### config.mk
export PLATFORM = sky130hd
export DESIGN_NAME = tap_sequencer_flat
export DESIGN_NICKNAME = d
export VERILOG_FILES = /design/src/rtl/tap_sequencer_if.sv /design/src/rtl/tap_sequencer.sv /design/src/flat_wrapper.sv
export SDC_FILE = /design/constraint.sdc
export NUM_CORES = 1
export LEC_CHECK = 0
export ABC_AREA = 0
export BUFFER_PORTS_ARGS = -buffer_cell sky130_fd_sc_hd__buf_2
export CORE_UTILIZATION = 47
export DETAILED_ROUTE_END_ITERATION = 12
export GPL_TIMING_DRIVEN = 0
export PLACE_DENSITY_LB_ADDON = 0.2
export SYNTH_ARGS = -nofsm -noshare
export SYNTH_HDL_FRONTEND = slang
export SYNTH_SLANG_ARGS = --single-unit
export TNS_END_PERCENT = 50
### constraint.sdc
create_clock -name tck -period 2.21 [get_ports tck]
set_input_delay 0 -clock tck [delete_from_list [all_inputs] [get_ports tck]]
set_output_delay 0 -clock tck [all_outputs]
set_load 0.05 [all_outputs]
### src/rtl/tap_sequencer_if.sv
// Host-side command/response bundle for tap_sequencer.
// cmd_tlr exists only when TAP_SEQ_TLR_CMD_EN is defined.
interface tap_sequencer_if #(
   parameter int DATA_W = 32,
   parameter int LEN_W  = $clog2(DATA_W)
);
   logic              cmd_valid;
   logic              cmd_ready;
   logic              cmd_is_ir;
   logic [LEN_W-1:0]  cmd_len;
   logic [DATA_W-1:0] cmd_data;
`ifdef TAP_SEQ_TLR_CMD_EN
   logic              cmd_tlr;
`endif
   logic              rsp_valid;
   logic [DATA_W-1:0] rsp_data;

   modport master (
`ifdef TAP_SEQ_TLR_CMD_EN
      output cmd_tlr,
`endif
      output cmd_valid, cmd_is_ir, cmd_len, cmd_data,
      input  cmd_ready, rsp_valid, rsp_data
   );

   modport slave (
`ifdef TAP_SEQ_TLR_CMD_EN
      input  cmd_tlr,
`endif
      input  cmd_valid, cmd_is_ir, cmd_len, cmd_data,
      output cmd_ready, rsp_valid, rsp_data
   );
endinterface

### src/rtl/tap_sequencer.sv
// JTAG TAP scan sequencer: runs one IR or DR scan per host command, all outputs registered.
// Optional feature macro TAP_SEQ_TLR_CMD_EN adds a host-requested Test-Logic-Reset command.
module tap_sequencer #(
   parameter int DATA_W = 32,
   parameter int LEN_W  = $clog2(DATA_W)
) (
   input  logic             tck,
   input  logic             reset,
   tap_sequencer_if.slave   bus,
   output logic             tms,
   output logic             tdi,
   input  logic             tdo,
   output logic             busy
);
   typedef enum logic [2:0] {
      TLR, IDLE, SEL_DR, SEL_IR, CAPTURE, SHIFT, EXIT1, UPDATE
   } state_t;

   localparam logic [LEN_W:0] FULL_N = (LEN_W+1)'(DATA_W);

   state_t            state_reg;
   logic [2:0]        tlr_cnt_reg;
   logic [LEN_W:0]    cnt_reg;
   logic [LEN_W:0]    n_reg;
   logic              is_ir_reg;
   logic [DATA_W-1:0] data_reg;
   logic [DATA_W-1:0] cap_reg;
   logic              tms_reg;
   logic              tdi_reg;
   logic              ready_reg;
   logic              busy_reg;
   logic              rsp_valid_reg;
   logic [DATA_W-1:0] rsp_data_reg;
`ifdef TAP_SEQ_TLR_CMD_EN
   logic              tlr_cmd_reg;
`endif

   logic [LEN_W:0]    last_idx;
   assign last_idx = n_reg - 1'b1;

   assign tms           = tms_reg;
   assign tdi           = tdi_reg;
   assign busy          = busy_reg;
   assign bus.cmd_ready = ready_reg;
   assign bus.rsp_valid = rsp_valid_reg;
   assign bus.rsp_data  = rsp_data_reg;

   // Each register holds the value for the cycle that follows the edge; the
   // state label names the TAP-level action being driven in that cycle.
   always_ff @(posedge tck) begin
      if (reset) begin
         state_reg     <= TLR;
         tlr_cnt_reg   <= '0;
         cnt_reg       <= '0;
         n_reg         <= '0;
         is_ir_reg     <= 1'b0;
         data_reg      <= '0;
         cap_reg       <= '0;
         tms_reg       <= 1'b1;
         tdi_reg       <= 1'b0;
         ready_reg     <= 1'b0;
         busy_reg      <= 1'b1;
         rsp_valid_reg <= 1'b0;
         rsp_data_reg  <= '0;
`ifdef TAP_SEQ_TLR_CMD_EN
         tlr_cmd_reg   <= 1'b0;
`endif
      end else begin
         rsp_valid_reg <= 1'b0;
         tdi_reg       <= 1'b0;
         case (state_reg)
            TLR: begin
               if (tlr_cnt_reg < 3'd4) begin
                  tlr_cnt_reg <= tlr_cnt_reg + 3'd1;
                  tms_reg     <= 1'b1;
               end else if (tlr_cnt_reg == 3'd4) begin
                  tlr_cnt_reg <= 3'd5;
                  tms_reg     <= 1'b0;
               end else begin
                  state_reg   <= IDLE;
                  tlr_cnt_reg <= '0;
                  tms_reg     <= 1'b0;
                  ready_reg   <= 1'b1;
                  busy_reg    <= 1'b0;
`ifdef TAP_SEQ_TLR_CMD_EN
                  if (tlr_cmd_reg) begin
                     rsp_valid_reg <= 1'b1;
                     rsp_data_reg  <= '0;
                     tlr_cmd_reg   <= 1'b0;
                  end
`endif
               end
            end
            IDLE: begin
               tms_reg <= 1'b0;
               if (bus.cmd_valid) begin
                  ready_reg <= 1'b0;
                  busy_reg  <= 1'b1;
                  is_ir_reg <= bus.cmd_is_ir;
                  n_reg     <= (bus.cmd_len == '0) ? FULL_N : {1'b0, bus.cmd_len};
                  data_reg  <= bus.cmd_data;
                  cap_reg   <= '0;
                  cnt_reg   <= '0;
                  tms_reg   <= 1'b1;
                  state_reg <= SEL_DR;
`ifdef TAP_SEQ_TLR_CMD_EN
                  // A TLR request overrides the scan type entirely.
                  if (bus.cmd_tlr) begin
                     state_reg   <= TLR;
                     tlr_cnt_reg <= '0;
                     tlr_cmd_reg <= 1'b1;
                  end
`endif
               end
            end
            SEL_DR: begin
               if (is_ir_reg) begin
                  state_reg <= SEL_IR;
                  tms_reg   <= 1'b1;
               end else begin
                  state_reg <= CAPTURE;
                  cnt_reg   <= '0;
                  tms_reg   <= 1'b0;
               end
            end
            SEL_IR: begin
               state_reg <= CAPTURE;
               cnt_reg   <= '0;
               tms_reg   <= 1'b0;
            end
            CAPTURE: begin
               tms_reg <= 1'b0;
               if (cnt_reg == '0) begin
                  cnt_reg <= cnt_reg + 1'b1;
               end else begin
                  state_reg <= SHIFT;
                  cnt_reg   <= '0;
                  tdi_reg   <= data_reg[0];
                  data_reg  <= {1'b0, data_reg[DATA_W-1:1]};
                  tms_reg   <= (last_idx == '0);
               end
            end
            SHIFT: begin
               cap_reg[cnt_reg[LEN_W-1:0]] <= tdo;
               if (cnt_reg == last_idx) begin
                  state_reg <= EXIT1;
                  tms_reg   <= 1'b1;
               end else begin
                  cnt_reg   <= cnt_reg + 1'b1;
                  tdi_reg   <= data_reg[0];
                  data_reg  <= {1'b0, data_reg[DATA_W-1:1]};
                  tms_reg   <= ((cnt_reg + 1'b1) == last_idx);
               end
            end
            EXIT1: begin
               state_reg <= UPDATE;
               tms_reg   <= 1'b0;
            end
            UPDATE: begin
               state_reg     <= IDLE;
               tms_reg       <= 1'b0;
               ready_reg     <= 1'b1;
               busy_reg      <= 1'b0;
               rsp_valid_reg <= 1'b1;
               rsp_data_reg  <= cap_reg;
            end
            default: begin
               state_reg   <= TLR;
               tlr_cnt_reg <= '0;
               tms_reg     <= 1'b1;
               ready_reg   <= 1'b0;
               busy_reg    <= 1'b1;
            end
         endcase
      end
   end
endmodule

### src/flat_wrapper.sv
// flat-port wrapper written by rule: the top's interface ports become plain ports
module tap_sequencer_flat 
#(
   parameter int DATA_W = 32,
   parameter int LEN_W  = $clog2(DATA_W)
)
  (tck, reset, tms, tdi, tdo, busy, bus_cmd_valid, bus_cmd_is_ir, bus_cmd_len, bus_cmd_data, bus_cmd_ready, bus_rsp_valid, bus_rsp_data);
  tap_sequencer_if #(.DATA_W(DATA_W), .LEN_W(LEN_W)) bus_i ();
  input  logic tck;
  input  logic reset;
  output logic tms;
  output logic tdi;
  input  logic tdo;
  output logic busy;
  input wire logic [$bits(bus_i.cmd_valid)-1:0] bus_cmd_valid;
  input wire logic [$bits(bus_i.cmd_is_ir)-1:0] bus_cmd_is_ir;
  input wire logic [$bits(bus_i.cmd_len)-1:0] bus_cmd_len;
  input wire logic [$bits(bus_i.cmd_data)-1:0] bus_cmd_data;
  output wire logic [$bits(bus_i.cmd_ready)-1:0] bus_cmd_ready;
  output wire logic [$bits(bus_i.rsp_valid)-1:0] bus_rsp_valid;
  output wire logic [$bits(bus_i.rsp_data)-1:0] bus_rsp_data;
  assign bus_i.cmd_valid = bus_cmd_valid;
  assign bus_i.cmd_is_ir = bus_cmd_is_ir;
  assign bus_i.cmd_len = bus_cmd_len;
  assign bus_i.cmd_data = bus_cmd_data;
  assign bus_cmd_ready = bus_i.cmd_ready;
  assign bus_rsp_valid = bus_i.rsp_valid;
  assign bus_rsp_data = bus_i.rsp_data;
  tap_sequencer #(.DATA_W(DATA_W), .LEN_W(LEN_W)) u_core (.tck(tck), .reset(reset), .bus(bus_i), .tms(tms), .tdi(tdi), .tdo(tdo), .busy(busy));
endmodule
# Yosys cells after proc, flatten, opt, wreduce, memory -nomap -nowiden
# Index checks and enable logic that the tools add are counted.
[classes]
add_sub_neg = 3
magnitude_cmp = 3
eq_ne = 17
muxes = 42
reduce_logical = 16
[op_table]
columns = ["op", "count"]
rows = [
  ["$mux 32", 4],
  ["$pmux 32 s3", 1],
  ["$pmux 32 s2", 1],
  ["$bwmux 32", 1],
  ["$mux 6", 5],
  ["$pmux 6 s5", 1],
  ["$mux 3", 8],
  ["$pmux 3 s8", 1],
  ["$eq 3x3->1 const B", 5],
  ["$mux 1", 15],
  ["$eq 6x6->1", 2],
  ["$logic_not 6->1", 2],
  ["$ne 2x2->1 const B", 6],
  ["$reduce_and 4->1", 3],
  ["$add 6x1->6 const B", 1],
  ["$eq 3x2->1 const B", 2],
  ["$lt 5x6->1 const B", 1],
  ["$pmux 1 s3", 2],
  ["$pmux 1 s6", 1],
  ["$reduce_bool 3->1", 2],
  ["$sub 6x1->6 const B", 1],
  ["$demux 1 s5", 1],
  ["$ge 5x1->1 const B", 1],
  ["$logic_not 5->1", 1],
  ["12 further kinds", 13],
]
[totals]
reg_bits = 120
output_inout_bits = 37

# Longest topological paths before layout
# Gate-level depths: netlist of run 1.
[logic_depth]
depth_word = 6
depth_mapped = 9
mapped_depth_nobuf = 8

# Least setup slack after synthesis of run 1
# OpenSTA, ideal clock, no wires.
[synth_timing]
path_kind = "flip-flop to flip-flop"
from = "reg u_core.n_reg[0]"
to = "reg u_core.cnt_reg[3]"
setup_ns = 0.084
t_arrival_ns = 2.156
required_time_ns = 2.126
slack_ns = -0.031
path_stages_with_launch = 9
path_buffers = 0
period_less_slack_ns = 2.241
cell_sequence = "dfxtp_1 > inv_1 > ha_1 > xnor2_1 > or2_1 > a31oi_4 > nor4b_1 > or4_4 > o31ai_2"
[synth_via]
elab_chain_len = 4
[synth_lines]
columns = ["item", "line_no", "text"]
rows = [
  ["start, declared", "tap_sequencer.sv:24", "logic [LEN_W:0] n_reg;"],
  ["start signal, assigned", "tap_sequencer.sv:100", "n_reg <= (bus.cmd_len == '0) ? FULL_N : {1'b0, bus.cmd_len};"],
  ["$sub 6x1->6", "tap_sequencer.sv:39", "assign last_idx = n_reg - 1'b1;"],
  ["$eq 6x6->1", "tap_sequencer.sv:145", "if (cnt_reg == last_idx) begin"],
  ["$ne 2x2->1 (no line)", "--", ""],
  ["$reduce_and 4->1 (no line)", "--", ""],
  ["end signal, assigned", "tap_sequencer.sv:134", "cnt_reg <= cnt_reg + 1'b1;"],
  ["end signal, assigned", "tap_sequencer.sv:149", "cnt_reg <= cnt_reg + 1'b1;"],
  ["end, declared", "tap_sequencer.sv:23", "logic [LEN_W:0] cnt_reg;"],
]
# No other way between the ends.
# A chain may end at the register's enable or synchronous reset.

# Final worst setup path of run 1
[layout_timing]
from = "reg u_core.n_reg[1]"
to = "reg u_core.cnt_reg[3]"
# Same word-level chain as after synthesis.

==> summary.md, run 1 <==
| Metric | Value |
|---|---|
| Grt total ovfl | 0 |
| CTS buffer count | 17 |
| Syn_nets | 711 |
| FILL cells | 950 |
| Fmax | 0.453 GHz |
| Sequential Area | 2410 sq um |
| Critical R2R Launch | u_core.n_reg[1] |
| H-Tree Level Count | 4 |
| HP Class | primary input to flip-flop |
| Worst Setup SP | u_core.n_reg[1] |
| Commonest non-fill, non-tap cell in the layout | dfxtp_1 |
| Max_cap viols | 0 |
| Most common cell on crit path | o31ai_4 |
| Area Overhead vs Synth | 36.1% |
| WP depth | 8 |
| Buf+Inv Stages, Crit Path | 2 |
| Mapped Cells | 661 |
| Vias in the first global route | 5399 |
| Drt pass-1 iters | 5 |
| GR Util All Layers | 26.0% |
| Largest net degree at the start of global routing | 17 |
| Port bufs | 78 |
| Outcome | completed |
| Post-DRT Antenna Nets | 0 |
| Slowest library cell on the worst path | dfxtp_4 |
| Setup crit end kind | flip-flop |
| Die ar. | 12200 sq um |
| Worst setup path class | flip-flop to flip-flop |
| CP max stage delay | 0.36 ns |
| RD Place Congestion | 0.856 |
| Worst hold slack | 0.178 ns |
| DIE HEIGHT | 110 microns |
| Multi-input logic area | 3130 sq um |
| Clk sinks | 120 |
| # DRC | 0 |
| Seq cells post-synth | 120 |
| RSZ-0062 raised after global routing | true |
| Die extent in x | 110 microns |
| Total power per unit cell area | 820 nW/um^2 |
| Via/cell ratio | 5.67 |
| Final wirelength | 16100 microns |
| Row Count | 39 |
| Tightest Pin Transition | 0.728 ns |
| Leakage | 0.00297 uW |
| Slack of the critical path | 0.000340 ns |
| Clock root buffer | clkbuf_16 |
| Post-route minimum period | 2.21 ns |
| Worst VDD drop | 703 uV |
| WL/cell | 16.6 microns |
| Arrival time at the worst endpoint | 2.54 ns |
| Pre-CTS setup slack | -0.357 ns |
| CTS tree | done |
| Async set or reset register ratio after synthesis | 0% |
| First-pass GRT wire length | 25700 microns |
| Post-detail-place hpwl | 10000 microns |
| Critical Path, Cell by Cell | buf_12 -> nor4_4 -> and3_4 -> o2111ai_2 -> buf_4 -> o31ai_4 -> o21ai_0 -> o31ai_4 |
| Seq/Total Area, Yosys | 43.4% |
| Min-delay src | bus_cmd_valid |
| Core area | 11400 sq um |
| CP top delay family | compound AO/OA/AOI/OAI gates |
| Slew Limit Fails | 0 |
| EDFF count, synth | 0 |
| Clock-pin slew on the worst setup and hold paths | 0.05 ns |
| Setup_tns | 0 ns |
| Nets@finish | 862 |
| Mapped Avg Cell Area | 8.37 sq um |
| I/O Pins | 79 |
| Via count | 5496 |
| Highest-count cells in the layout ignoring fill and taps | dfxtp_1, nand2_1, a21oi_1, buf_2, clkbuf_1 |
| Worst Reg-to-Reg Cells | 8 |
| Crit path max fanout | 5 |
| CTS Buffer Depth | 2 |
| Post-Syn Area | 5530 sq um |
| Post-synthesis cell type count | 49 |
| Startpoint Class | flip-flop |
| Final setup fails | 0 |
| Top_reg_cell synth | dfxtp_1 |
| Worst rel slew slack | 51.5% |
| Effective utilization at floorplan | 48.4% |
| Crit path required time | 2.54 ns |
| Setup Skew | 0.0101 ns |
| Final hold vios | 0 |
| Share of post-route cells with drive strength above 1 | 23.6% |
| Yosys warnings | 0 |
| Worst hold path stage count | 5 |
| Initial antenna violation count | 1 |
| DRT iter0 DRCs | 455 |
| Clock Latency Late Sink | 0.42 ns |
| Final period utilization | 100% |
## layer usage
layer | part of all wire (%) | global-route usage (%)
met5 | 0 | 0
met4 | 2.8 | 13.1
met3 | 5.1 | 6.26
met2 | 50 | 43.8
met1 | 42 | 30.9
## cells in the mapped netlist (8+ instances only)
cell type	number	area, sq um
a211oi_1	34	255
a21oi_1	85	425
and3_1	9	56.3
buf_2	8	40.0
clkbuf_1	47	176
dfxtp_1	120	2400
ha_1	8	100
inv_1	8	30.0
mux2i_1	31	310
nand2_1	94	353
nand3_1	42	210
nor2_1	18	67.6
nor3_1	40	200
o211ai_1	32	240
o21ai_0	9	45.0
xnor2_1	9	78.8
## path summary, 6_finish.rpt
path                            endpoint  slack (ns)
setup / recovery       u_core.cnt_reg[3]      0.0003
hold / removal           u_core.n_reg[5]        0.18
hold reg to reg   u_core.bus.rsp_data[5]        0.45
setup reg to reg       u_core.cnt_reg[3]      0.0003
## cell families after synthesis
logic type / after synthesis / share of synthesized area, %
XOR/XNOR: 16 / 2.67
AND/OR/NAND/NOR: 246 / 22.0
buffers and inverters: 67 / 4.73
multiplexers: 31 / 5.61
adder cells (fa/ha/maj): 8 / 1.81
AO/OA/AOI/OAI: 173 / 19.8
flip-flops: 120 / 43.4
## power by group
group / switching, uW / internal (uW) / total, uW
sequential: 92.2 / 2280 / 2380
combinational: 571 / 446 / 1020
clock: 962 / 1820 / 2780
## repair_timing
action / in CTS / in global routing
gates resized for setup: 22 / 66
hold buffers: 40 / 0
cloned: 0 / 2
buffers inserted: 13 / 1
setup endpoints to repair: 38 / 96
pin swaps: 11 / 7
hold endpoints to repair: 44 / 0
## area by class of cell
cell class                      count  share of cell area (%)
Antenna cell                        1                  0.0332
Tap cell                          143                    2.38
Sequential cell                   120                    32.0
Multi-Input combinational cell    475                    41.6
Clock buffer                       22                    6.17
Clock inverter                     10                    1.66
Timing Repair Buffer              133                    12.2
Inverter                            9                   0.449
Buffer                             56                    3.49
## metrics by stage
step	total power, uW	utilization (%)	std cells	area [sq um]
finish	6170	65.9	969	7530
global route	6370	65.9	969	7530
global placement	3130	53.4	882	6100
CTS	6050	63.9	966	7300
floorplan	2970	-	661	5530
detailed placement	3170	53.4	882	6100
## worst reg2reg max path: cells and delay by family (launching register included)
kind / cells / cell delay, ns
buffers and inverters: 2 / 0.35
flip-flops: 1 / 0.36
AND/OR/NAND/NOR: 2 / 0.56
AO/OA/AOI/OAI: 4 / 0.86
(Power assumes the default switching activity.)
==> run 2, diff against run 1 <==
--- a/config.mk
+++ b/config.mk
@@ -11,6 +11,7 @@
 export DETAILED_ROUTE_END_ITERATION = 12
 export GPL_TIMING_DRIVEN = 0
 export PLACE_DENSITY_LB_ADDON = 0.2
+export RECOVER_POWER = 25
 export SYNTH_ARGS = -nofsm -noshare
 export SYNTH_HDL_FRONTEND = slang
 export SYNTH_SLANG_ARGS = --single-unit
==> summary.md, run 2 (synthesis results as in run 1) <==
| Metric | Value |
|---|---|
| Clock root buffer | clkbuf_16 |
| CTS tree | done |
| Vias in the first global route | 5399 (unchanged) |
| Pre-CTS setup slack | -0.357 ns (unchanged) |
| Post-route insts no fill | 969 (unchanged) |
| Post-detail-place hpwl | 10000 microns (unchanged) |
| Arrival time at the worst endpoint | 2.54 ns (about the same) |
| Final period utilization | 100% (+0.11 points) |
| RD Place Congestion | 0.856 (unchanged) |
| WL/cell | 16.7 microns (+0.58%) |
| Critical R2R Launch | u_core.n_reg[1] |
| Startpoint Class | flip-flop |
| Via/cell ratio | 5.65 (-0.35%) |
| Worst Setup SP | u_core.n_reg[1] |
| Clock Latency Late Sink | 0.42 ns (about the same) |
| Crit path max fanout | 5 (unchanged) |
| Logic pwr share | 16.5% (about the same) |
| Largest net degree at the start of global routing | 17 (unchanged) |
| Final Power | 6170 uW (about the same) |
| I/O Pins | 79 (unchanged) |
| Grt total ovfl | 0 (unchanged) |
| Post-route minimum period | 2.21 ns (+0.00234 ns) |
| CTS buffer count | 17 (unchanged) |
| Dpl cells | 882 (unchanged) |
| Row Count | 39 (unchanged) |
| Initial antenna violation count | 1 (unchanged) |
| Worst Reg-to-Reg Cells | 8 (unchanged) |
| Worst VDD drop | 703 uV (about the same) |
| First-pass GRT wire length | 25700 microns (unchanged) |
| CTS Buffer Depth | 2 (unchanged) |
| Commonest non-fill, non-tap cell in the layout | dfxtp_1 |
| Slack of the critical path | -0.00200 ns (-0.00234 ns) |
| Effective utilization at floorplan | 48.4% (unchanged) |
| Via count | 5477 (-0.35%) |
| HP Class | primary input to flip-flop |
| Leakage | 0.00283 uW (-4.4%) |
| Net Sw Frac | 26.4% (+0.044 points) |
| Highest-count cells in the layout ignoring fill and taps | dfxtp_1, nand2_1, a21oi_1, clkbuf_1, buf_2 |
| Max_cap viols | 0 (unchanged) |
| Final Util | 65.6% (-0.34 points) |
| Reg-to-reg endpoint | u_core.cnt_reg[3] |
| Crit path required time | 2.54 ns (about the same) |
| RSZ-0062 raised after global routing | true |
| Total power per unit cell area | 824 nW/um^2 (+0.52%) |
| Die extent in x | 110 microns (unchanged) |
| Area Overhead vs Synth | 35.4% |
| Final setup fails | 1 (+1) |
| Final wirelength | 16200 microns (+0.58%) |
| H-Tree Level Count | 4 (unchanged) |
| Clock-pin slew on the worst setup and hold paths | 0.05 ns (about the same) |
| Psw | 1630 uW (+0.17%) |
| Port bufs | 78 (unchanged) |
| Share of post-route cells with drive strength above 1 | 19.9% (-3.8 points) |
| Failing checks | setup timing |
| R2r setup slk | -0.002 ns (about the same) |
| Drt pass-1 iters | 5 (unchanged) |
| Seq pwr share | 38.5% (about the same) |
| GR Util All Layers | 26.0% (unchanged) |
| Setup crit end kind | flip-flop |
| Setup Skew | 0.00949 ns (-0.000570 ns) |
| Final hold vios | 0 (unchanged) |
| Nets@finish | 862 (unchanged) |
| Fmax | 0.452 GHz (-0.11%) |
| # DRC | 0 (unchanged) |
| Outcome | finished with violations |
| Slew Limit Fails | 0 (unchanged) |
| Clk sinks | 120 (unchanged) |
| Die ar. | 12200 sq um (unchanged) |
| Clock power frac | 45.0% (about the same) |
| DIE HEIGHT | 110 microns (unchanged) |
| DRT iter0 DRCs | 424 (-6.8%) |
| Pint | 4540 uW (about the same) |
| Core area | 11400 sq um (unchanged) |
| Worst setup endpoint | u_core.cnt_reg[3] |
| Worst rel slew slack | 51.3% (-0.14 points) |
| Worst setup path class | flip-flop to flip-flop |
| Tightest Pin Transition | 0.730 ns (+0.00207 ns) |
| Post-DRT Antenna Nets | 0 (unchanged) |
run 2: cell count changes in the layout (fill, tap and decap cells not counted), sizes merged:
cell | before | now
clkbuf | 68 | 99
buf | 103 | 72
run 2: metrics by stage:
stage | TNS (ns) | area, sq um | hold WS, ns
finish | -0.00200 | 7490 | 0.174
global route | -1.41 | 7490 | 0.207
CTS | 0 | 7300 | 0.161
detailed placement | -9.17 | 6100 | 0.260
global placement | -5.93 | 6100 | 0.247
floorplan | 0 | 5530 | 0.128
run 2: per-layer routing:
metal / track usage, % / share of wire, % / vias to the layer above
met3: 6.26 / 5.2 / 38
met4: 13.1 / 2.8 / 0
li1: - / - / 2671
met5: 0 / 0 / -
met2: 43.8 / 50 / 180
met1: 30.9 / 42 / 2588
run 2: worst min-delay path by stage:
stage	cells past startpoint	from	endpoint
after detailed placement	3	bus_cmd_len[4]	u_core.n_reg[4]
final	5	bus_cmd_valid	u_core.n_reg[5]
after floorplan	2	bus_cmd_len[0]	u_core.n_reg[0]
after global routing	5	bus_cmd_valid	u_core.n_reg[5]
after global placement	3	bus_cmd_len[0]	u_core.n_reg[0]
after CTS	5	bus_cmd_valid	u_core.data_reg[0]
run 2: cell type report:
class | instances | area (sq um)
antenna | 1 | 2.50
buffer | 56 | 263
clock buffer | 22 | 464
clock inverter | 10 | 125
fill | 961 | 3930
inverter | 9 | 33.8
multi-input combinational | 475 | 3130
sequential | 120 | 2410
tap | 143 | 179
timing repair buffer | 133 | 881
run 2: power groups by stage:
stage | sequential, uW | combinational, uW | clock (uW)
after global placement | 2400 | 731 | 0
after CTS | 2360 | 895 | 2790
after floorplan | 2430 | 532 | 0
final | 2380 | 1020 | 2780
after global routing | 2390 | 1090 | 2890
after detailed placement | 2410 | 765 | 0
run 2: critical path, stage by stage, from the launching register on:
cell       delay, ns
dfxtp_4         0.36
buf_12          0.13
nor4_4          0.31
and3_4          0.24
o2111ai_2       0.19
buf_4           0.22
o31ai_4         0.33
o21ai_0         0.24
o31ai_4         0.10
run 2: timing repair:
item,4_1_cts,5_1_grt
gates resized for setup,22,66
gates cloned,0,2
buffers inserted,13,1
pin swaps,11,7
hold buffers,40,0
endpoints found under the setup margin,38,96
endpoints found under the hold margin,44,0
==> run 3, diff against run 2 <==
--- a/config.mk
+++ b/config.mk
@@ -6,9 +6,9 @@
 export NUM_CORES = 1
 export LEC_CHECK = 0
 export ABC_AREA = 0
-export BUFFER_PORTS_ARGS = -buffer_cell sky130_fd_sc_hd__buf_2
 export CORE_UTILIZATION = 47
 export DETAILED_ROUTE_END_ITERATION = 12
+export DONT_BUFFER_PORTS = 1
 export GPL_TIMING_DRIVEN = 0
 export PLACE_DENSITY_LB_ADDON = 0.2
 export RECOVER_POWER = 25
==> summary.md, run 3 (synthesis results as in run 1) <==
| Metric | Value |
|---|---|
| Outcome | finished with violations |
| Failing checks | setup timing |
| Port bufs | 0 (-100%) |
| Arrival time at the worst endpoint | 2.59 ns (+0.05 ns) |
| Setup_tns | -0.182 ns (-0.180 ns) |
| Slack of the critical path | -0.0577 ns (-0.0558 ns) |
| HP Class | primary input to flip-flop |
| Highest-count cells in the layout ignoring fill and taps | dfxtp_1, nand2_1, a21oi_1, nand3_1, dlygate4sd3_1 |
| Grt total ovfl | 0 (unchanged) |
| Final Util | 64.9% (-0.72 points) |
| I/O Pins | 79 (unchanged) |
| GR Util All Layers | 25.2% (-0.84 points) |
| Final period utilization | 103% (+2.5 points) |
| Share of post-route cells with drive strength above 1 | 20.2% (+0.31 points) |
| Vias in the first global route | 5048 (-6.5%) |
| Nets@finish | 785 (-8.9%) |
| Largest net degree at the start of global routing | 17 (unchanged) |
| Max_cap viols | 0 (unchanged) |
| Clock Latency Late Sink | 0.42 ns (about the same) |
| Ant diodes | 0 (-1) |
| Clk sinks | 120 (unchanged) |
| Crit path max fanout | 10 (+5) |
| Clock-pin slew on the worst setup and hold paths | 0.06 ns (about the same) |
| Crit path required time | 2.54 ns (about the same) |
| Fmax | 0.441 GHz (-2.5%) |
| RD Place Congestion | 0.916 (+6.9%) |
| Multi-input logic area | 3270 sq um (+4.5%) |
| Sequential Area | 2410 sq um (about the same) |
| Final hold vios | 0 (unchanged) |
| Worst VDD drop | 900 uV (+28%) |
| Post-detail-place hpwl | 9800 microns (-2.2%) |
| Via count | 5219 (-4.7%) |
| Drt pass-1 iters | 5 (unchanged) |
| Pre-CTS setup slack | -0.385 ns (-0.0279 ns) |
| DRT iter0 DRCs | 391 (-7.8%) |
| Area Overhead vs Synth | 33.9% |
| DIE HEIGHT | 110 microns (unchanged) |
| Commonest non-fill, non-tap cell in the layout | dfxtp_1 |
| Worst Reg-to-Reg Cells | 10 (+2) |
| CTS tree | done |
| Worst rel slew slack | 50.4% (-0.87 points) |
| Initial antenna violation count | 0 (-1) |
| Effective utilization at floorplan | 48.4% (unchanged) |
| Leakage | 0.00268 uW (-5.3%) |
| Core area | 11400 sq um (unchanged) |
| Post-route minimum period | 2.27 ns (+0.0558 ns) |
| Setup crit end kind | flip-flop |
| Row Count | 39 (unchanged) |
| Clock root buffer | clkbuf_16 |
| Final Power | 6380 uW (+3.4%) |
| Logic pwr share | 16.6% (about the same) |
| Final wirelength | 16500 microns (+2.4%) |
| Die extent in x | 110 microns (unchanged) |
| Worst hold path stage count | 3 (-2) |
| Pint | 4660 uW (+2.7%) |
| Tightest Pin Transition | 0.743 ns (+0.0131 ns) |
| FILL cells | 925 (-3.7%) |
| Final setup fails | 7 (+6) |
| First-pass GRT wire length | 24500 microns (-4.7%) |
| Worst setup path class | flip-flop to flip-flop |
| Net Sw Frac | 26.9% (+0.52 points) |
| Via/cell ratio | 5.86 (+3.6%) |
| Die ar. | 12200 sq um (unchanged) |
| Clock power frac | 45.3% (+0.3 points) |
| Seq pwr share | 38.1% (-0.4 points) |
| Startpoint Class | flip-flop |
| H-Tree Level Count | 4 (unchanged) |
| Post-DRT Antenna Nets | 0 (unchanged) |
| CTS buffer count | 17 (unchanged) |
| # DRC | 0 (unchanged) |
| RSZ-0062 raised after global routing | true |
| WL/cell | 18.6 microns (+11%) |
| CTS Buffer Depth | 2 (unchanged) |
| Total power per unit cell area | 861 nW/um^2 (+4.5%) |
| Slew Limit Fails | 0 (unchanged) |
| Psw | 1720 uW (+5.4%) |
| Setup Skew | 0.00804 ns (-0.00145 ns) |
[run 3: final timing paths]
| kind | slack [ns] | startpoint | to |
|---|---|---|---|
| worst max-delay path | -0.06 | u_core.n_reg[0] | u_core.data_reg[15] |
| worst min-delay path | 0.02 | tdo | u_core.cap_reg[8] |
| worst max register to register | -0.06 | u_core.n_reg[0] | u_core.data_reg[15] |
| worst min register to register | 0.45 | u_core.cap_reg[5] | u_core.bus.rsp_data[5] |
[run 3: timing repair]
action                     4_1_cts  5_1_grt
hold endpoints to repair        57        3
pin swaps                       11        6
setup endpoints to repair       38      106
buffers inserted                11        4
resized for setup               22       96
hold buffers                    39        1
gates cloned                     0        3
[run 3: power by group through the flow]
| stage | sequential, uW | combinational, uW | clock (uW) |
|---|---|---|---|
| final | 2430 | 1060 | 2890 |
| after global routing | 2440 | 1130 | 3000 |
| after CTS | 2410 | 794 | 2900 |
| after detailed placement | 2460 | 662 | 0 |
| after global placement | 2450 | 633 | 0 |
| after floorplan | 2430 | 532 | 0 |
[run 3: through the flow]
stage                     std cells  hold slack [ns]  instance area [sq um]
after floorplan                 661            0.128                   5530
after CTS                       885           -0.209                   6890
final                           891           0.0194                   7410
after global placement          804            0.131                   5710
after global routing            891           0.0367                   7410
after detailed placement        804            0.145                   5710
[run 3: final cells by class]
type | instances | area share (%)
clock buffers | 21 | 6.49
clock inverters | 11 | 1.94
well taps | 143 | 2.42
flip-flops and latches | 120 | 32.5
repair buffers | 58 | 8.33
multi-input cells | 474 | 44.2
plain buffers | 55 | 3.68
inverters | 9 | 0.456
[run 3: per-layer routing]
metal  share of wire (%)  track usage [%]  up-vias
li1                    -                -     2509
met1                  42             30.3     2464
met3                 5.7             6.48       43
met5                   0                0        -
met2                  50             42.4      203
met4                 2.8             10.8        0
[run 3: worst max-delay path: stages, from the launching register on]
cell      delay (ns)
dfxtp_4         0.35
inv_2           0.04
ha_4            0.18
xnor2_4         0.15
or2_1           0.27
a31oi_4         0.32
buf_12          0.15
o21a_4          0.15
buf_4           0.22
nor3_1          0.08
a211oi_1        0.25
